--- src/rtl/fetch_queue_pkg.sv ---
// Shared constants and helpers for the fetch queue: empty-queue output
// values and the per-cycle operation decode.
package fetch_queue_pkg;

  // Values presented on the head outputs while the queue is empty.
  localparam logic [31:0] NOP        = 32'h0000_0000;
  localparam logic [31:0] PC_INVALID = 32'hFFFF_FFFC;

  // What the queue does at a clock edge.
  typedef enum logic [2:0] {
    OP_IDLE,
    OP_PUSH,
    OP_POP,
    OP_BOTH,
    OP_FLUSH
  } fq_op_e;

  // Flush wins over everything; otherwise push/pop combine independently.
  function automatic fq_op_e decode_op(input logic flush,
                                       input logic push,
                                       input logic pop);
    fq_op_e op;
    if (flush)             op = OP_FLUSH;
    else if (push && pop)  op = OP_BOTH;
    else if (push)         op = OP_PUSH;
    else if (pop)          op = OP_POP;
    else                   op = OP_IDLE;
    return op;
  endfunction

endpackage

--- src/rtl/fetch_queue_mem.sv ---
// Storage for the fetch queue: DEPTH x W register array, one synchronous
// write port, one asynchronous read port, contents not reset.
module fetch_queue_mem #(
  parameter int DEPTH = 4,
  parameter int W     = 64
) (
  input  logic                     clk,
  input  logic                     we,
  input  logic [$clog2(DEPTH)-1:0] waddr,
  input  logic [W-1:0]             wdata,
  input  logic [$clog2(DEPTH)-1:0] raddr,
  output logic [W-1:0]             rdata
);

  logic [W-1:0] mem_q [DEPTH];

  // Write the incoming entry into its slot.
  always_ff @(posedge clk) begin
    if (we) mem_q[waddr] <= wdata;
  end

  // Zero-cycle read of the addressed slot for show-ahead output.
  always_comb begin
    rdata = mem_q[raddr];
  end

endmodule

--- src/rtl/fetch_queue.sv ---
// In-order buffer of {pc, instr} pairs between instruction fetch and decode.
// Show-ahead head output, flush on redirect, sticky overflow flag.
module fetch_queue
  import fetch_queue_pkg::*;
#(
  parameter int DEPTH = 4,
  parameter int AW    = 32,
  parameter int DW    = 32
) (
  input  logic                   clk,
  input  logic                   reset,
  input  logic                   flush,
  input  logic                   in_valid,
  output logic                   in_ready,
  input  logic [AW-1:0]          in_pc,
  input  logic [DW-1:0]          in_instr,
  output logic                   out_valid,
  input  logic                   out_ready,
  output logic [AW-1:0]          out_pc,
  output logic [DW-1:0]          out_instr,
  output logic [$clog2(DEPTH):0] count,
  output logic                   drop_err
);

  localparam int PW = $clog2(DEPTH);
  localparam int CW = PW + 1;
  localparam int EW = AW + DW;

  logic [PW-1:0] wr_ptr;
  logic [PW-1:0] rd_ptr;
  logic [CW-1:0] count_q;
  logic          drop_err_q;
  logic          push;
  logic          pop;
  logic          we;
  fq_op_e        op;
  logic [EW-1:0] wdata;
  logic [EW-1:0] rdata;

  fetch_queue_mem #(
    .DEPTH (DEPTH),
    .W     (EW)
  ) u_mem (
    .clk   (clk),
    .we    (we),
    .waddr (wr_ptr),
    .wdata (wdata),
    .raddr (rd_ptr),
    .rdata (rdata)
  );

  // Handshake and operation decode; ready/valid come only from occupancy.
  always_comb begin
    in_ready  = (count_q != CW'(DEPTH));
    out_valid = (count_q != '0);
    push      = in_valid & in_ready;
    pop       = out_valid & out_ready;
    op        = decode_op(flush, push, pop);
    we        = (op == OP_PUSH) || (op == OP_BOTH);
    wdata     = {in_pc, in_instr};
  end

  // Head outputs fall back to the empty-queue values when nothing is held.
  always_comb begin
    count = count_q;
    if (out_valid) begin
      out_pc    = rdata[EW-1:DW];
      out_instr = rdata[DW-1:0];
    end else begin
      out_pc    = AW'(PC_INVALID);
      out_instr = DW'(NOP);
    end
  end

  // Pointer and occupancy update.
  always_ff @(posedge clk or posedge reset) begin
    if (reset) begin
      wr_ptr  <= '0;
      rd_ptr  <= '0;
      count_q <= '0;
    end else begin
      case (op)
        OP_FLUSH: begin
          wr_ptr  <= '0;
          rd_ptr  <= '0;
          count_q <= '0;
        end
        OP_PUSH: begin
          wr_ptr  <= wr_ptr + PW'(1);
          count_q <= count_q + CW'(1);
        end
        OP_POP: begin
          rd_ptr  <= rd_ptr + PW'(1);
          count_q <= count_q - CW'(1);
        end
        OP_BOTH: begin
          wr_ptr <= wr_ptr + PW'(1);
          rd_ptr <= rd_ptr + PW'(1);
        end
        default: ;
      endcase
    end
  end

  // Sticky record of a pair offered while the queue was full.
  always_ff @(posedge clk or posedge reset) begin
    if (reset) begin
      drop_err_q <= 1'b0;
    end else if (in_valid && !in_ready && !flush) begin
      drop_err_q <= 1'b1;
    end
  end

  assign drop_err = drop_err_q;

endmodule

--- config.mk ---
export PLATFORM = sky130hd
export DESIGN_NAME = fetch_queue
export DESIGN_NICKNAME = d
export VERILOG_FILES = /design/src/rtl/fetch_queue_pkg.sv /design/src/rtl/fetch_queue_mem.sv /design/src/rtl/fetch_queue.sv
export SDC_FILE = /design/constraint.sdc
export NUM_CORES = 1
export LEC_CHECK = 0
export ABC_AREA = 1
export CAP_MARGIN = 20
export CELL_PAD_IN_SITES_DETAIL_PLACEMENT = 0
export CELL_PAD_IN_SITES_GLOBAL_PLACEMENT = 2
export CORE_MARGIN = 3
export CORE_UTILIZATION = 33
export CTS_BUF_LIST = sky130_fd_sc_hd__clkbuf_4
export DETAILED_ROUTE_END_ITERATION = 10
export GPL_TIMING_DRIVEN = 1
export PLACE_DENSITY = 0.88
export SYNTH_ARGS = -nofsm -noshare
export SYNTH_HDL_FRONTEND = slang
export SYNTH_HIERARCHICAL = 1
export SYNTH_SLANG_ARGS = --single-unit
--- constraint.sdc ---
create_clock -name clk -period 5.78 [get_ports clk]
set_input_delay 0.867 -clock clk [delete_from_list [all_inputs] [get_ports clk]]
set_output_delay 0.867 -clock clk [all_outputs]
set_load 0.02 [all_outputs]
* Word-level counts from Yosys, hierarchy flattened
Memory sizes are Yosys's and may differ from the RTL's.
Index checks and enable logic that the tools add are counted.
** Cells by class
- Add/sub/neg operators :: 4
- Multiply operators :: 0
- Divide/modulo/power cells :: 0
- Magnitude comparators :: 0
- Equal/unequal tests :: 5
- Shift operators :: 0
- Mux-type cells :: 11
- Bitwise operators :: 2
- Reductions and logical operators :: 12
** Operators with widths (number)
- $mux 32 :: 2
- $pmux 3 s3 :: 1
- $pmux 2 s2 :: 2
- $eq 3x2->1 const B :: 2
- $mux 2 :: 3
- $reduce_bool 3->1 :: 2
- $add 2x1->2 const B :: 2
- $reduce_bool 2->1 :: 2
- $reduce_or 2->1 :: 2
- $add 3x1->3 const B :: 1
- $eq 3x1->1 const B :: 1
- $eq 3x3->1 const B :: 1
- $logic_and 1x1->1 :: 3
- $mux 3 :: 1
- $ne 3x3->1 const B :: 1
- $sub 3x1->3 const B :: 1
- $and 1x1->1 :: 2
- $logic_not 1->1 :: 2
- $mux 1 :: 2
- $logic_or 1x1->1 :: 1
** Word-level totals
- Register bits after elaboration :: 8
- Bits in latches :: 0
- Bits in writable memories :: 256
- Memory bits (read-only) :: 0
- Input port bits :: 69
- Output and inout port bits :: 70
- Word-level logic and storage cells :: 39
- Memories kept :: 1
** Memory list
- u_mem.mem_q :: depth 4, bits a word 64, read ports 1, clocked after Yosys merged registers in 0, write ports 1, RTL line fetch_queue_mem.sv:15 : logic [W-1:0] mem_q [DEPTH];

* Logic depth before layout (Yosys ltp)
- Depth after elaboration :: 10
- Gate-level depth with buffers :: 12
- Mapped depth without buffers :: 12

* Hierarchy
The synthesis kept the hierarchy.
** Modules (own cells, without submodules)
- fetch_queue_mem :: times used 1, cells an instance 1010, area each 10761.6 um^2, seq. area each 7687.4 um^2
- fetch_queue :: times used 1, cells an instance 164, area each 1002.2 um^2, seq. area each 200.2 um^2

* Worst setup path before layout
No wires, ideal clock.
- Path type :: in2reg
- Start point :: input flush
- End point :: memory u_mem.mem_q[1][0] (enable)
- Setup time :: 565 ps
- Data arrival time :: 5597 ps
- Data required time :: 5215 ps
- Setup slack :: -382 ps
- Stages on the path :: 5
- Path buffers :: 0
- Cells stage by stage :: inv_2 -> nand2_1 -> a21oi_2 -> inv_1 -> nor3_1
** On the way
- Word-level cells in the longest chain between the ends :: 5
- Elaborated cells between the ends (all ways) :: 6
- Those cells by class :: eq/ne: 2; mux: 3; reduce/logical: 1
** RTL lines
- start, declared :: RTL line fetch_queue.sv:12 : input logic flush,
- $mux 3 (*) :: RTL line fetch_queue_pkg.sv:23 : if (flush) op = OP_FLUSH;
- $eq 3x1->1 / $eq 3x2->1 (equally long branches) :: RTL line fetch_queue.sv:59 : we = (op == OP_PUSH) || (op == OP_BOTH);
- $logic_or 1x1->1 (*) :: RTL line fetch_queue.sv:59
- named net we :: RTL line fetch_queue.sv:35 : logic we;
- $mux 1 (*) :: RTL line fetch_queue_mem.sv:19 : if (we) mem_q[waddr] <= wdata;
- $mux 1 (implied by the code) (*) :: RTL line fetch_queue_mem.sv:19
- end, declared :: RTL line fetch_queue_mem.sv:15
Mark *: on every way through the listed nets, which the timed path passes. The rest lies on a longest branch.

* Final worst setup path
- Start point :: register rd_ptr[0]
- End point :: output out_pc[31]
** On the way
- Word-level cells in the longest chain between the ends :: 2
** RTL lines
- start, declared :: RTL line fetch_queue.sv:30 : logic [PW-1:0] rd_ptr;
- start signal, assigned :: RTL line fetch_queue.sv:93 : rd_ptr <= rd_ptr + PW'(1);
- start signal, assigned :: RTL line fetch_queue.sv:98 : rd_ptr <= rd_ptr + PW'(1);
- $mem_v2 4x64
- named net rdata[63] :: RTL line fetch_queue.sv:38 : logic [EW-1:0] rdata;
- $mux 32 :: RTL line fetch_queue.sv:66 : if (out_valid) begin
- end, declared :: RTL line fetch_queue.sv:19 : output logic [AW-1:0] out_pc,
The timed path passes the listed nets, and every way through them passes these cells.

==> flow_summary.toml <==
[floorplanning]
rows = 68
die_x_um = 195
core_area_um2 = 34800
ios = 139
die_h_um = 195
dieArea_um2 = 37900
start_util_pct = 33.8

[logic_synthesis]
synth_seq_cells = 264
synth_seq_area_share_pct = 67.0
synth_fp_nets = 1244
syn_area_per_cell_um2 = 10.0
syn_inst = 1174
synth_area_um2 = 11800
ys_warn_count = 6
synth_cell_types = 29

[route]
viasPerCell = 4.21
first_iter_violations = 356
wl_met1_um = 11800
top_layer_used = "met5"
post_drt_wl_per_cell_um = 14.1
ant_nets = 0
wirelength_um = 26300
drc = 0
dr_wl_met2_um = 12100
wl_met3_um = 1850
vias = 7869
drtPass1Iterations = 5

[grt]
grt_usage_pct = 14.0
grt_pass1_vias = 8062
gr-total-overflow = 0
grt_antenna_before_repair = 3
grt_pass1_wl_um = 42100
grt_max_degree = 92

[clock_network]
cts_buffers = 72
cts_max_path_buffers = 3
cts-hold-fix-buffers = 0
cts_root_buffer = "clkbuf_4"
cts_tree = "done"
cts.sinks = 264
ctsResizeCount = 0
h-tree-depth = 3
path_clk_slew_ns = 0.08
clk_latency_ns = 0.64
post-cts-setup-buffers = 0

[sta]
hold_viol = 0
drv_slew = 0
period_needed_ns = 4.71
rsz0062_at_grt = "false"
worstMarginPinSlew_ns = 0.966
fin_setup_tns_ns = 0
clock_skew_ns = 0.0429
max_freq_mhz = 212
timing.final.crit_share_pct = 81.5
slew_headroom_pct = 35.6
setup_viol = 0

[worst_setup_path]
rr_startpoint = "count[0]$_DFFE_PP0P_"
cp-end-kind = "output port"
crit_slowest_cell = "inv_4"
critical_path.top_delay_family = "buffers and inverters"
crit_start = "rd_ptr[0]$_DFFE_PP0P_"
crit_arrival_ns = 3.84
max_stage_delay_ns = 0.83
critPathRequiredTime_ns = 4.91
path_max_fanout = 91
critical_path.most_common_cell = "nand2_1"
path_cells = "inv_4 > buf_4 > nand2_1 > nand3_1 > nand2_1 > or2_1 > clkdlybuf4s50_1"
critPathLaunchType = "flop"
worstSetupPathType = "flop to output port"
cp.buffers_inverters = 3
r2r_setup_slack_ns = 3.24
worstReg2RegEnd = "u_mem/mem_q[2][28]$_DFFE_PP_"
reg2reg_depth = 5

[pwr]
p_seq_share_pct = 36.5
ir_drop_v = 0.000751
p_leak_nw = 6.51
p_sw_w = 0.00223
power_density_nw_per_um2 = 436
swShare_pct = 35.1
p_comb_share_pct = 35.7
p_clk_share_pct = 27.8
p_int_w = 0.00412

[layout]
multi_input_area_um2 = 2460
final_nets = 1423
drive_above_1_share_pct = 10.4
fill_cells = 3353
area_delta_synth_final_pct = 23.9
final-seq-area_um2 = 7890
final_area_um2 = 14600

[placement]
placedInstanceArea_um2 = 13600
io_buffers = 138
gp_congestion = 0.744
place_hpwl_um = 14900

[hold_path]
hold_class = "input port to asynchronous set/reset pin"

[outcome]
status = "finished clean"

[run]
drv_cap = 0
## through the flow
stage | utilization, % | power [W] | instances | hold WS [ns] | setup slack [ns]
final | 41.9 | 0.00635 | 1870 | 0.481 | 1.07
after CTS | 41.9 | 0.00648 | 1867 | 0.442 | 0.931
after global placement | 39.0 | 0.00466 | 1734 | 0.471 | 1.65
after floorplan | - | 0.00374 | 1174 | 0.475 | -0.382
after global routing | 41.9 | 0.00680 | 1870 | 0.442 | 0.703
after detailed placement | 39.0 | 0.00467 | 1734 | 0.463 | 1.67
## layer usage
layer / track usage (%) / up-vias
met4: 4.65 / 4
li1: - / 4027
met5: 0 / -
met1: 17.8 / 3605
met3: 4.49 / 48
met2: 22.7 / 185
## worst max-delay path by stage
stage                                  endpoint  slack [ns]  cells after the start
finish                               out_pc[31]        1.07                      7
floorplan           u_mem/mem_q[1][0]$_DFFE_PP_       -0.38                      5
global placement                     out_pc[29]        1.65                      7
global route                         out_pc[28]        0.70                      7
CTS                                  out_pc[29]        0.93                      7
detailed placement                   out_pc[29]        1.67                      7
## placed cells by master, fill, tap and decap left out, types with 5 or more instances in the layout
cell type,Yosys,routed
nand2_1,332,332
inv_1,303,303
edfxtp_1,256,256
clkdlybuf4s50_1,0,138
nand3_1,131,131
clkbuf_4,0,97
nor2_1,37,37
or2_1,30,30
clkinv_1,0,22
buf_4,14,14
clkinv_2,0,7
dfrtp_1,8,6
bufinv_16,0,5
## power groups by stage
stage	clock network, W	registers (W)	logic [W]
after floorplan	0	0.00233	0.00142
after global placement	0	0.00236	0.00230
after detailed placement	0	0.00236	0.00231
after CTS	0.00184	0.00232	0.00232
after global routing	0.00196	0.00234	0.00251
final	0.00177	0.00232	0.00227
## Yosys cell counts
cell type	n	area share [%]
dfrtp_1	8	1.7
nand2_2	3	0.16
edfxtp_1	256	65
nand4_1	1	0.053
nand2_4	2	0.19
xor2_1	1	0.074
a21oi_4	1	0.14
buf_1	2	0.064
nor3_1	5	0.21
buf_2	24	1.0
buf_6	3	0.29
a21oi_1	2	0.085
nand3b_1	1	0.064
clkbuf_1	4	0.13
o21ai_0	1	0.043
buf_4	14	0.89
nand3_1	131	5.6
inv_2	4	0.13
fa_1	1	0.17
nor2_2	1	0.053
nor2_1	37	1.2
a21oi_2	2	0.15
inv_4	1	0.053
or2_1	30	1.6
inv_1	303	9.7
nor2_4	1	0.096
nand2_1	332	11
nand3_4	1	0.15
o21bai_1	2	0.13
## layout make-up
| cell class | instances | area share (%) |
|---|---|---|
| Tap cell | 455 | 3.90 |
| Inverter | 308 | 7.96 |
| Multi-Input combinational cell | 555 | 16.8 |
| Antenna cell | 3 | 0.0515 |
| Clock buffer | 97 | 4.99 |
| Timing Repair Buffer | 152 | 10.2 |
| Sequential cell | 264 | 54.1 |
| Clock inverter | 36 | 1.91 |
## state kept, by name, summed over array words and instances, names as in the netlist
name,flops
count,3
drop_err,1
rd_ptr,2
wr_ptr,2
u_mem/mem_q,256
## kinds of logic after synthesis
logic type	synth area share [%]
AND/OR/NAND/NOR	19.9
buffers and inverters	12.2
flip-flops	67.0
AO/OA/AOI/OAI	0.542
XOR/XNOR	0.0745
adder cells (fa/ha/maj)	0.170
(Power assumes the default switching activity.)
